$ cat config.mk
export PLATFORM = sky130hd
export DESIGN_NAME = uart_tx_ctrl
export DESIGN_NICKNAME = d
export VERILOG_FILES = /design/src/rtl/uart_tx_ctrl.sv
export SDC_FILE = /design/constraint.sdc
export NUM_CORES = 1
export LEC_CHECK = 0
export ABC_AREA = 1
export BUFFER_PORTS_ARGS = -buffer_cell sky130_fd_sc_hd__buf_4
export CAP_MARGIN = 20
export CORE_ASPECT_RATIO = 1.1
export CORE_MARGIN = 3
export CORE_UTILIZATION = 51
export CTS_CLUSTER_DIAMETER = 50
export DETAILED_ROUTE_END_ITERATION = 12
export PLACE_DENSITY = 0.77
export RECOVER_POWER = 100
export SKIP_CTS_REPAIR_TIMING = 1
export SLEW_MARGIN = 20
export SYNTH_ARGS = -nofsm -noshare
export SYNTH_HDL_FRONTEND = slang
export SYNTH_SLANG_ARGS = --single-unit
$ cat constraint.sdc
create_clock -name CLK -period 1.4 [get_ports CLK]
set_input_delay 0.28 -clock CLK [delete_from_list [all_inputs] [get_ports CLK]]
set_output_delay 0.28 -clock CLK [all_outputs]
set_load 0.01 [all_outputs]
$ cat src/rtl/uart_tx_ctrl.sv
// ---------------------------------------------------------------------------
// uart_tx_ctrl
//   UART transmit controller. Pops bytes from a first-word-fall-through FIFO
//   and serialises them one bit per CLK: start bit, D_Width data bits LSB
//   first, optional parity bit, STOP_BITS stop bits. Frames run back to back
//   with no idle gap while the FIFO holds data.
//
//   Build option: define TX_PARITY_EN to compile in the parity bit and the
//   PARITY state. Without it PAR_EN/PAR_TYP are accepted but ignored.
//
// Parameters
//   D_Width    data byte width
//   STOP_BITS  stop-bit cycles, 1 or 2
//
// Ports
//   CLK         in   baud-rate clock, one serial bit per cycle
//   RST         in   asynchronous active-high reset
//   FIFO_EMPTY  in   FIFO read-side empty flag (already in CLK domain)
//   RD_DATA     in   FIFO head word, valid while FIFO_EMPTY=0
//   PAR_EN      in   parity enable (sampled when a byte is popped)
//   PAR_TYP     in   parity type, 0=even 1=odd (sampled when popped)
//   RD_INC      out  FIFO pop strobe, one cycle per byte
//   TX_OUT      out  registered serial line, idle high
//   Busy        out  high from start bit through last stop bit
// ---------------------------------------------------------------------------
module uart_tx_ctrl #(
    parameter int D_Width   = 8,
    parameter int STOP_BITS = 1
) (
    input  logic               CLK,
    input  logic               RST,
    input  logic               FIFO_EMPTY,
    input  logic [D_Width-1:0] RD_DATA,
    input  logic               PAR_EN,
    input  logic               PAR_TYP,
    output logic               RD_INC,
    output logic               TX_OUT,
    output logic               Busy
);

    localparam int CNT_W = (D_Width > 1) ? $clog2(D_Width) : 1;
    localparam logic [CNT_W-1:0] CNT_LAST = CNT_W'(D_Width - 1);

    localparam logic [2:0] IDLE   = 3'd0;
    localparam logic [2:0] START  = 3'd1;
    localparam logic [2:0] DATA   = 3'd2;
    localparam logic [2:0] PARITY = 3'd3;
    localparam logic [2:0] STOP   = 3'd4;

    logic [2:0]         r_state;
    logic [2:0]         w_state_nxt;
    logic [D_Width-1:0] r_data;
    logic [CNT_W-1:0]   r_cnt;
    logic [CNT_W-1:0]   w_cnt_inc;
    logic               r_stop_cnt;
    logic               r_tx;
    logic               w_tx_nxt;
    logic               w_pop;
    logic               w_last_stop;

    assign w_cnt_inc   = r_cnt + CNT_W'(1);
    assign w_last_stop = (r_state == STOP) && ((STOP_BITS == 1) || r_stop_cnt);

`ifdef TX_PARITY_EN
    logic r_par_en;
    logic r_par_typ;
    logic w_par_bit;

    // Parity is taken from the latched byte so FIFO movement cannot alter it.
    assign w_par_bit = (^r_data) ^ r_par_typ;

    always_ff @(posedge CLK or posedge RST) begin
        if (RST) begin
            r_par_en  <= 1'b0;
            r_par_typ <= 1'b0;
        end else if (w_pop) begin
            r_par_en  <= PAR_EN;
            r_par_typ <= PAR_TYP;
        end
    end
`else
    logic w_unused_par;
    assign w_unused_par = PAR_EN ^ PAR_TYP;
`endif

    // Next-state logic also produces the line value for the next cycle, so
    // TX_OUT comes straight from a flop and never glitches.
    always_comb begin
        w_state_nxt = IDLE;
        w_tx_nxt    = 1'b1;
        w_pop       = 1'b0;
        case (r_state)
            IDLE: begin
                if (!FIFO_EMPTY) begin
                    w_pop       = 1'b1;
                    w_state_nxt = START;
                    w_tx_nxt    = 1'b0;
                end
            end
            START: begin
                w_state_nxt = DATA;
                w_tx_nxt    = r_data[0];
            end
            DATA: begin
                if (r_cnt == CNT_LAST) begin
                    w_state_nxt = STOP;
`ifdef TX_PARITY_EN
                    if (r_par_en) begin
                        w_state_nxt = PARITY;
                        w_tx_nxt    = w_par_bit;
                    end
`endif
                end else begin
                    w_state_nxt = DATA;
                    w_tx_nxt    = r_data[w_cnt_inc];
                end
            end
`ifdef TX_PARITY_EN
            PARITY: begin
                w_state_nxt = STOP;
            end
`endif
            STOP: begin
                if (w_last_stop) begin
                    // Back-to-back: pop the next byte in the last stop cycle.
                    if (!FIFO_EMPTY) begin
                        w_pop       = 1'b1;
                        w_state_nxt = START;
                        w_tx_nxt    = 1'b0;
                    end
                end else begin
                    w_state_nxt = STOP;
                end
            end
            default: begin
                w_state_nxt = IDLE;
                w_tx_nxt    = 1'b1;
            end
        endcase
    end

    always_ff @(posedge CLK or posedge RST) begin
        if (RST) begin
            r_state    <= IDLE;
            r_tx       <= 1'b1;
            r_data     <= '0;
            r_cnt      <= '0;
            r_stop_cnt <= 1'b0;
        end else begin
            r_state    <= w_state_nxt;
            r_tx       <= w_tx_nxt;
            r_stop_cnt <= (r_state == STOP) && (w_state_nxt == STOP);
            if (w_pop) begin
                r_data <= RD_DATA;
                r_cnt  <= '0;
            end else if (r_state == DATA) begin
                r_cnt  <= w_cnt_inc;
            end
        end
    end

    // Gate the pop with reset so a waiting FIFO is never drained during reset.
    assign RD_INC = w_pop & ~RST;
    assign TX_OUT = r_tx;
    assign Busy   = (r_state == START) || (r_state == DATA) ||
                    (r_state == STOP)
`ifdef TX_PARITY_EN
                    || (r_state == PARITY)
`endif
                    ;

endmodule

# ---- After elaboration in Yosys (flattened, before gate mapping)
# Cells that the tools add are included.
dict set report totals {
  latchBits 0
  ram_bits 0
  reg_bits 15
  mem_bits_ro 0
  out_inout_bits 3
  elab_cells 29
  n_memories 0
}
dict set report classes {
  bitwise 2
  mux 12
  order_cmp 1
  div 0
  shifts 0
  mul 0
  addsub 1
  n_eq_ne 4
  reduce_logical 5
}
# operator count
set op_table {}
lappend op_table {{$mux W3} 3}
lappend op_table {{$pmux W3 S3} 1}
lappend op_table {{$eq A3 B3 Y1 const B} 2}
lappend op_table {{$mux W1} 6}
lappend op_table {{$lt A3 B4 Y1 const B} 1}
lappend op_table {{$add A3 B1 Y3 const B} 1}
lappend op_table {{$bmux W1 S3} 1}
lappend op_table {{$eq A3 B1 Y1 const B} 1}
lappend op_table {{$eq A3 B2 Y1 const B} 1}
lappend op_table {{$logic_not A3 Y1} 1}
lappend op_table {{$pmux W1 S3} 1}
lappend op_table {{$logic_or A1 B1 Y1} 2}
lappend op_table {{$reduce_bool A2 Y1} 1}
lappend op_table {{$reduce_or A2 Y1} 1}
lappend op_table {{$and A1 B1 Y1} 1}
lappend op_table {{$not A1 Y1} 1}

# ---- Logic depth before layout (Yosys ltp)
# Gate-level depths: netlist of the first run.
dict set report logic_depth {
  word_depth 5
  mapped_depth 7
  mapped_depth_nobuf 6
}

# ---- Worst setup path before layout of the first run
# Ideal clock, no wire load.
dict set report synth_timing {
  path_kind {register -> output}
  from {register r_state[1]}
  to {output port RD_INC}
  path_buffers 1
  setup_slack_ps 167
  t_required_ps 1120
  stages_incl_launch_ff 7
  t_arrival_ps 953
  cell_sequence {dfrtp_1 inv_2 nand2_2 nor2_4 buf_6 inv_4 nor2_1}
}
dict set report synth_via {
  elab_chain_len 4
}
# element line_no
set synth_rtl {}
lappend synth_rtl {{from (decl)} 50} ;# logic [2:0] r_state;
lappend synth_rtl {{from (signal assigned)} 150} ;# r_state <= w_state_nxt;
lappend synth_rtl {{$eq A3 B3 Y1 or $logic_not A3 Y1 (tied branches)} {62, 92}}
lappend synth_rtl {{$reduce_or A2 Y1 (no source line) *} --}
lappend synth_rtl {{$mux W1 *} --}
lappend synth_rtl {{$and A1 B1 Y1 *} 163} ;# assign RD_INC = w_pop & ~RST;
lappend synth_rtl {{to (decl)} 36} ;# output logic RD_INC,
# Mark *: on every way between the ends. The rest lies on a longest branch, timed or not.

# ---- Worst setup path after layout of the first run
dict set report layout_timing {
  from {register r_state[0]}
  to {output port RD_INC}
}
# Same word-level chain as after synthesis.

==> results of run 1 <==
==> sequential cells by signal, summed over array words and instances, names as in the netlist <==
signal	count
TX_OUT	1
r_cnt	3
r_data	8
r_state	3
==> cells in the mapped netlist <==
cell type | n | share of area (%)
nor2_4 | 1 | 1.5
dfstp_2 | 1 | 3.4
a21oi_2 | 1 | 1.1
nand4_1 | 1 | 0.81
nand2_2 | 2 | 1.6
buf_6 | 1 | 1.5
ha_1 | 2 | 3.2
nor3_2 | 1 | 1.3
inv_4 | 1 | 0.81
o21ai_2 | 2 | 2.3
dfrtp_1 | 14 | 45
nor2_1 | 4 | 1.9
nand2_1 | 22 | 11
o211ai_1 | 1 | 0.97
nand3_1 | 8 | 5.2
nor2_2 | 3 | 2.4
inv_2 | 1 | 0.49
clkbuf_8 | 1 | 1.8
inv_1 | 16 | 7.8
o21ai_0 | 9 | 5.8
==> per-layer routing <==
layer  share of wire, %  routed length, um  vias to the layer above  GRT usage [%]
met4                1.4                 20                        0          10.24
li1                   -                  -                      326              -
met1                 39                552                      276          17.35
met2                 55                780                       14          31.86
met3                4.4                 62                        4          2.682
met5                  0                  0                        -              0
==> cells by family after synthesis <==
family,count (synthesis),synth area share [%]
AO/OA/AOI/OAI,13,10.21
adder cells (fa/ha/maj),2,3.241
buffers and inverters,20,12.32
flip-flops,15,48.79
AND/OR/NAND/NOR,42,25.45
==> metrics by stage <==
stage / worst slack (ps) / setup TNS (ps) / util, % / power, mW / hold slack, ps
finish: -169.5 / -264.2 / 67.68 / 2.002 / 55.08
global route: -238.0 / -427.7 / 67.68 / 2.201 / 95.89
CTS: -188.4 / -344.9 / 64.64 / 1.930 / 68.91
detailed placement: 131.7 / 0 / 62.77 / 1.665 / 382.2
global placement: 169.3 / 0 / 62.77 / 1.635 / 372.9
floorplan: 167.1 / 0 / - / 1.448 / 180.8
==> worst max path at each step <==
| stage | from | end | depth (start not counted) |
|---|---|---|---|
| 2_1_floorplan | r_state[1] | RD_INC | 6 |
| 3_3_place_gp | r_state[1] | RD_INC | 6 |
| 3_5_place_dp | r_state[1] | RD_INC | 6 |
| 4_1_cts | r_state[1] | RD_INC | 6 |
| 5_1_grt | r_state[0] | RD_INC | 6 |
| 6_report | r_state[0] | RD_INC | 6 |
==> power breakdown <==
group | switching, mW | internal [mW] | total, mW | leakage, nW
Clock | 0.131 | 0.111 | 0.241 | 0.0150
Combinational | 0.611 | 0.434 | 1.05 | 0.311
Sequential | 0.0820 | 0.634 | 0.716 | 0.186
==> worst reg2reg max path, delay by kind of cell, from the launching register on <==
| kind | cells | cell delay, ps |
|---|---|---|
| adder cells (fa/ha/maj) | 2 | 510 |
| flip-flops | 1 | 400 |
| AND/OR/NAND/NOR | 3 | 330 |
==> layout make-up <==
cell class / instances / area, um^2
inverters: 18 / 70.07
clock buffers: 4 / 26.28
well taps: 16 / 20.02
multi-input cells: 57 / 312.8
fillers: 126 / 452.9
flip-flops and latches: 15 / 376.6
repair buffers: 19 / 142.6
==> summary.md, run 1 <==
| Metric | Value |
|---|---|
| Status | `finished with violations` |
| Failing checks | `negative setup slack` |
| Cell depth of the worst flop-to-flop path | `5` |
| Crit. End Element | `output pin` |
| Register area share after synthesis | `approximately half` |
| Placed inst area | `between 800 and 900 um^2` |
| Via-per-instance ratio | `between 4 and 5` |
| DR vias | `between 600 and 700` |
| Syn Nets | `107` |
| Placed insts | `121` |
| WP data required | `between 1000 and 1500 ps` |
| Leakage | `0.5121 nW` |
| Syn_area_per_cell | `8.391 um^2` |
| CP max FO | `4` |
| Crit Path Category | `reg2out` |
| Final Slew Violations | `0` |
| Initial Util | `about 55%` |
| Die area | `between 2000 and 2500 um^2` |
| Worst Skew | `between 4 and 5 ps` |
| Reg2reg setup slack | `about 110 ps` |
| DRC Markers | `0` |
| Setup ws final | `-169.5 ps` |
| Worst slew pin tran | `between 500 and 600 ps` |
| Avg WL per Cell | `roughly 11 um` |
| Post-route insts no fill | `129` |
| Slowest CP cell | `dfrtp_1` |
| Max cap viols | `0` |
| Largest net degree at the start of global routing | `18` |
| Core area | `between 1000 and 1500 um^2` |
| Crit path DAT | `about 1300 ps` |
| HP Class | `in2async` |
| Post-Syn Area | `approximately 770 um^2` |
| Reg2reg start | `r_cnt[0]` |
| GRT Total Usage | `16.71%` |
| CP top delay family | `flip-flops` |
| Global-route wire length before repair | `~2.5 mm` |
| Buf/Inv on CP | `3` |
| First-pass DRT Iterations | `4` |
| Netlist cell types | `20` |
| #FFs+latches synth | `15` |
| Die Wd | `~43 um` |
| Row count | `14` |
| CTS tree | `built` |
| Setup violations, final | `2` |
| Routed WL | `~1.4 mm` |
| Layout cells sized above 1 | `around a third` |
| Biggest cell delay along the critical path | `440 ps` |
| Clock root buffer | `clkbuf_4` |
| Total clock sinks | `15` |
| H-tree depth | `1` |
| Die height | `~47 um` |
| Antenna cells | `0` |
| Final Hold Fails | `0` |
| Layout overhead on the synthesized area | `22.85%` |
| Final Cycle Share | `112.1%` |
| GP Congestion | `between 0.8 and 0.9` |
| Reg2reg end | `TX_OUT` |
| Crit path cell chain | `inv_1, nand2_2, nor2_4, inv_4, nor2_2, buf_4` |
| Clk_lat worst skew | `around 280 ps` |
| Minimum clock period | `1570 ps` |
| Most frequent cells in the layout | `nand2_1, buf_4, inv_1` |
| Reg clk slew, reported paths | `approximately 90 ps` |
| Peak VDD IR | `between 1 and 1.5 mV` |
| Post-DP HPWL | `slightly above 1 mm` |
| CTS Buf Count | `3` |
| Cell Pwr Density | `2111 nW/um^2` |
| Longest Clk Path Bufs | `2` |
| Initial antenna violation count | `0` |
| I/O Buffers | `13` |
| First DRT Iteration DRCs | `6` |
| Vias in the first global route | `roughly 600` |
| Most common cell after layout, fill and taps aside | `nand2_1` |
| Final nets | `roughly 130` |
| Grt total ovfl | `0` |
| ANT nets after route | `0` |
| Top-Level Pins | `16` |
| Synthesized instance count | `92` |
| Design area | `approximately 950 um^2` |
| RSZ-0062 raised after global routing | `yes` |
| Fmax | `637.1 MHz` |
| Worst setup SP type | `flop` |
| Slew margin rel. | `between 60% and 70%` |
| Yosys warns | `0` |
No activity file was read; power rests on OpenSTA's default activity.
==> run 2: changes to the inputs <==
CORE_ASPECT_RATIO = unset   (was 1.1)
CORE_MARGIN = 5   (was 3)
==> summary.md, run 2 (synthesis gave the netlist of run 1 again) <==
| Metric | Value |
|---|---|
| Biggest register | `r_data` |
| Final Hold Fails | `0 (unchanged)` |
| First-pass DRT Iterations | `4 (unchanged)` |
| Final Slew Violations | `0 (unchanged)` |
| Max cap viols | `0 (unchanged)` |
| Net Switching | `872.1 uW (+5.9%)` |
| Status | `finished with violations` |
| Die area | `2392 um^2 (+19%)` |
| Sw Ratio | `41.18% (+0.047 points)` |
| HP Class | `in2async` |
| Cell Pwr Density | `2164 nW/um^2 (+2.5%)` |
| Slowest CP cell | `dfrtp_2` |
| Avg WL per Cell | `11.65 um (+6.3%)` |
| P_int | `1.246 mW (+5.7%)` |
| Setup ws final | `-101.6 ps (+67.88 ps)` |
| Die Wd | `48.91 um (+13%)` |
| Largest net degree at the start of global routing | `20 (+2)` |
| Initial Util | `52.47% (-2.6 points)` |
| Setup violations, final | `2 (unchanged)` |
| Post-route insts no fill | `131 (+1.6%)` |
| Clk_lat worst skew | `280 ps (about the same)` |
| Failing checks | `negative setup slack` |
| Final Cycle Share | `107.3% (-4.8 points)` |
| Most frequent cells in the layout | `nand2_1, buf_4, inv_1` |
| CTS tree | `built` |
| GRT Total Usage | `13.03% (-3.7 points)` |
| Most common cell after layout, fill and taps aside | `nand2_1` |
| Logic pwr share | `54.1% (+1.9 points)` |
| Global-route wire length before repair | `2.490 mm (+0.24%)` |
| Routed WL | `1.526 mm (+7.9%)` |
| Layout cells sized above 1 | `34.78% (+2.9 points)` |
| Layout overhead on the synthesized area | `26.74%` |
| DR vias | `639 (+3.1%)` |
| H-tree depth | `1 (unchanged)` |
| Reg clk slew, reported paths | `90 ps (about the same)` |
| Design area | `978.4 um^2 (+3.2%)` |
| Worst setup SP type | `flop` |
| Core area | `1471 um^2 (+5.0%)` |
| Crit path cell chain | `inv_2, nand2_4, nor2_4, inv_4, nor2_2, buf_4` |
| Biggest cell delay along the critical path | `450 ps (about the same)` |
| Worst slew pin tran | `585.7 ps (+30.33 ps)` |
| First DRT Iteration DRCs | `13 (+7)` |
| Grt total ovfl | `0 (unchanged)` |
| Post-DP HPWL | `1.058 mm (+3.5%)` |
| Initial antenna violation count | `0 (unchanged)` |
| Antenna cells | `0 (unchanged)` |
| Minimum clock period | `1502 ps (-67.88 ps)` |
| Row count | `14 (unchanged)` |
| Clk pwr share | `11.6% (-0.4 points)` |
| ANT nets after route | `0 (unchanged)` |
| GP Congestion | `0.7858 (-4.0%)` |
| Crit Path Category | `reg2out` |
| Fmax | `665.9 MHz (+4.5%)` |
| Buf/Inv on CP | `3 (unchanged)` |
| CP max FO | `4 (unchanged)` |
| Sequential power share | `34.3% (-1.5 points)` |
| Peak VDD IR | `0.9804 mV (-3.4%)` |
| Leakage | `0.5198 nW (+1.5%)` |
| Crit. End Element | `output pin` |
| RSZ-0062 raised after global routing | `yes` |
| Slew margin rel. | `60.91% (-2.0 points)` |
| WP data required | `1120 ps (about the same)` |
| Placed insts | `121 (unchanged)` |
| CP top delay family | `flip-flops` |
| Vias in the first global route | `656 (+6.5%)` |
| Final nets | `131 (+1.6%)` |
| Total clock sinks | `15 (unchanged)` |
| Largest register FFs | `8 (unchanged)` |
| Top-Level Pins | `16 (unchanged)` |
| Die height | `48.91 um (+4.5%)` |
| Worst Skew | `5.208 ps (+0.5600 ps)` |
| DRC Markers | `0 (unchanged)` |
| Fin util | `66.50% (-1.2 points)` |
| CTS Buf Count | `3 (unchanged)` |
| I/O Buffers | `13 (unchanged)` |
| Top flop regs | `r_data: 8 flops, r_cnt: 3 flops, r_state: 3 flops` |
| Placed inst area | `879.6 um^2 (unchanged)` |
| Via-per-instance ratio | `4.878 (+1.5%)` |
| Crit path DAT | `1220 ps (-70 ps)` |
| Longest Clk Path Bufs | `2 (unchanged)` |
| Clock root buffer | `clkbuf_4` |
-- run 2: final timing paths --
check                           start          to  slack, ps  cells past startpoint
min                               RST    r_cnt[1]         60                      2
max reg2reg                r_state[0]      TX_OUT        120                      7
min reg2reg                 r_data[4]   r_data[4]        550                      2
max in group asynchronous         RST  r_state[0]        910                      2
min in group CLK           RD_DATA[4]   r_data[4]        200                      3
max                        r_state[0]      RD_INC       -100                      6
-- run 2: stage by stage --
| stage | setup slack [ps] | power, mW | setup TNS [ps] | hold slack [ps] |
|---|---|---|---|---|
| after floorplan | 167.1 | 1.448 | 0 | 180.8 |
| after global placement | 184.8 | 1.639 | 0 | 368.0 |
| after detailed placement | 141.6 | 1.679 | 0 | 384.4 |
| after CTS | -171.5 | 1.931 | -300.9 | 71.34 |
| after global routing | -161.6 | 2.298 | -322.7 | 115.3 |
| final | -101.6 | 2.118 | -183.5 | 64.83 |
-- run 2: power groups by stage --
| stage | Sequential [mW] | Clock, mW | Combinational, mW |
|---|---|---|---|
| 6_report | 0.727 | 0.245 | 1.14 |
| 5_1_grt | 0.746 | 0.273 | 1.28 |
| 4_1_cts | 0.719 | 0.253 | 0.959 |
| 3_5_place_dp | 0.728 | 0 | 0.950 |
| 3_3_place_gp | 0.719 | 0 | 0.920 |
| 2_1_floorplan | 0.727 | 0 | 0.721 |
-- run 2: cell type report --
type / instances / area, um^2
Sequential cell: 15 / 377.9
Clock buffer: 4 / 26.28
Tap cell: 16 / 20.02
Inverter: 18 / 70.07
Fill cell: 131 / 493.0
Multi-Input combinational cell: 57 / 326.6
Timing Repair Buffer: 21 / 157.7
-- run 2: layer usage --
| layer | global-route usage (%) | vias up | wire (um) | part of all wire [%] |
|---|---|---|---|---|
| met5 | 0 | - | 0 | 0 |
| met4 | 7.623 | 0 | 12 | 0.79 |
| met3 | 3.364 | 2 | 67 | 4.4 |
| met2 | 24.35 | 13 | 855 | 56 |
| met1 | 12.48 | 294 | 590 | 39 |
| li1 | - | 330 | - | - |
==> run 3: changes to the inputs <==
CORE_UTILIZATION = 46   (was 51)
PLACE_DENSITY = 0.74   (was 0.77)
clock period = 1.35 ns   (was 1.4 ns; I/O delays follow)
==> summary.md, run 3 (synthesis gave the netlist of run 1 again) <==
| Metric | Value |
|---|---|
| Status | `finished with violations` |
| Failing checks | `negative setup slack` |
| WP data required | `1080 ps (-40 ps)` |
| Placed insts | `121 (unchanged)` |
| Design area | `915.9 um^2 (-6.4%)` |
| Slew margin rel. | `62.72% (+1.8 points)` |
| Grt total ovfl | `0 (unchanged)` |
| Top flop regs | `r_data: 8 flops, r_cnt: 3 flops, r_state: 3 flops` |
| Fin util | `59.42% (-7.1 points)` |
| Final Hold Fails | `0 (unchanged)` |
| Global-route wire length before repair | `2.518 mm (+1.1%)` |
| Cell Pwr Density | `2177 nW/um^2 (+0.61%)` |
| DRC Markers | `0 (unchanged)` |
| Post-route insts no fill | `126 (-3.8%)` |
| Die height | `50.97 um (+4.2%)` |
| Post-DP HPWL | `1.120 mm (+5.9%)` |
| Reg clk slew, reported paths | `90 ps (about the same)` |
| Die area | `2597 um^2 (+8.6%)` |
| Initial Util | `50.08% (-2.4 points)` |
| Final Slew Violations | `0 (unchanged)` |
| Core area | `1541 um^2 (+4.8%)` |
| H-tree depth | `1 (unchanged)` |
| Clk_lat worst skew | `280 ps (about the same)` |
| Row count | `14 (unchanged)` |
| GRT Total Usage | `12.86% (-0.17 points)` |
| Max cap viols | `0 (unchanged)` |
| Die Wd | `50.97 um (+4.2%)` |
| ANT nets after route | `0 (unchanged)` |
| First-pass DRT Iterations | `3 (-1)` |
| Via-per-instance ratio | `4.794 (-1.7%)` |
| Routed WL | `1.413 mm (-7.4%)` |
| Avg WL per Cell | `11.21 um (-3.7%)` |
| Longest Clk Path Bufs | `2 (unchanged)` |
| First DRT Iteration DRCs | `7 (-6)` |
| Clock root buffer | `clkbuf_4` |
| Crit Path Category | `reg2out` |
| Peak VDD IR | `1.211 mV (+23%)` |
| Most common cell after layout, fill and taps aside | `nand2_1` |
| Crit path DAT | `1240 ps (+20 ps)` |
| Final-layout fill cell count | `149 (+14%)` |
| Total clock sinks | `15 (unchanged)` |
| Worst setup SP type | `flop` |
| CTS tree | `built` |
| CP max FO | `3 (-1)` |
| Setup ws final | `-164.4 ps (-62.76 ps)` |
| Biggest register | `r_data` |
| Setup violations, final | `2 (unchanged)` |
| Minimum clock period | `about 1500 ps` |
| Most frequent cells in the layout | `nand2_1, inv_1, buf_4` |
| Largest register FFs | `8 (unchanged)` |
| Top-Level Pins | `16 (unchanged)` |
| DR vias | `604 (-5.5%)` |
| Worst slew pin tran | `558.5 ps (-27.12 ps)` |
| Leakage | `0.4918 nW (-5.4%)` |
| Crit. End Element | `output pin` |
| GP Congestion | `0.7545 (-4.0%)` |
| I/O Buffers | `13 (unchanged)` |
| Fmax | `660.3 MHz` |
| Layout cells sized above 1 | `27.27% (-7.5 points)` |
| Final Cycle Share | `112.2%` |
| Vias in the first global route | `616 (-6.1%)` |
| Placed inst area | `879.6 um^2 (unchanged)` |
| Worst Skew | `0.4040 ps (-4.804 ps)` |
| Initial antenna violation count | `0 (unchanged)` |
| CTS Buf Count | `3 (unchanged)` |
| Final nets | `126 (-3.8%)` |
| Layout overhead on the synthesized area | `18.64%` |
| HP Class | `in2async` |
| Antenna cells | `0 (unchanged)` |
| Largest net degree at the start of global routing | `20 (unchanged)` |
| RSZ-0062 raised after global routing | `yes` |
| Post-Place Setup Slack | `108.2 ps (-33.36 ps)` |
[run 3: worst paths after layout]
path / start / endpoint / slack [ps] / cells after the start
max: r_state[1] / RD_INC / -160 / 6
max in group asynchronous: RST / TX_OUT / 930 / 2
min: RST / r_data[5] / 50 / 2
min reg2reg: r_cnt[1] / r_cnt[1] / 540 / 2
max reg2reg: r_cnt[0] / TX_OUT / 60 / 5
min in group CLK: RD_DATA[2] / r_data[2] / 190 / 3
[run 3: stage by stage]
stage	hold slack, ps	total power [mW]	setup TNS [ps]
after global routing	89.75	2.191	-506.9
after detailed placement	375.7	1.755	0
after CTS	69.96	2.012	-358.6
after floorplan	170.8	1.501	0
final	51.18	1.994	-303.2
after global placement	361.4	1.704	0
[run 3: per-layer routing]
metal	vias to the layer above	track usage, %	wire length, um
met1	271	13.94	575
met3	2	4.360	60
met2	10	22.73	764
met4	0	5.106	12
li1	321	-	-
met5	-	0	0
[run 3: where the power goes]
part / switching [mW] / total [mW] / internal [mW]
Sequential: 0.0927 / 0.750 / 0.657
Clock: 0.138 / 0.253 / 0.115
Combinational: 0.600 / 0.992 / 0.392
[run 3: final cells by class]
class	count	area, um^2	share of cell area [%]
flip-flops and latches	15	376.6	41.12
inverters	18	70.07	7.650
well taps	16	20.02	2.186
clock buffers	4	26.28	2.869
multi-input cells	57	306.5	33.47
repair buffers	16	116.4	12.70
[run 3: worst max-delay path: stages (launching register included)]
cell and delay (ps):
dfrtp_1 440, inv_2 110, nand2_4 60, nor2_4 130, inv_4 50, nor2_2 70, buf_4 120
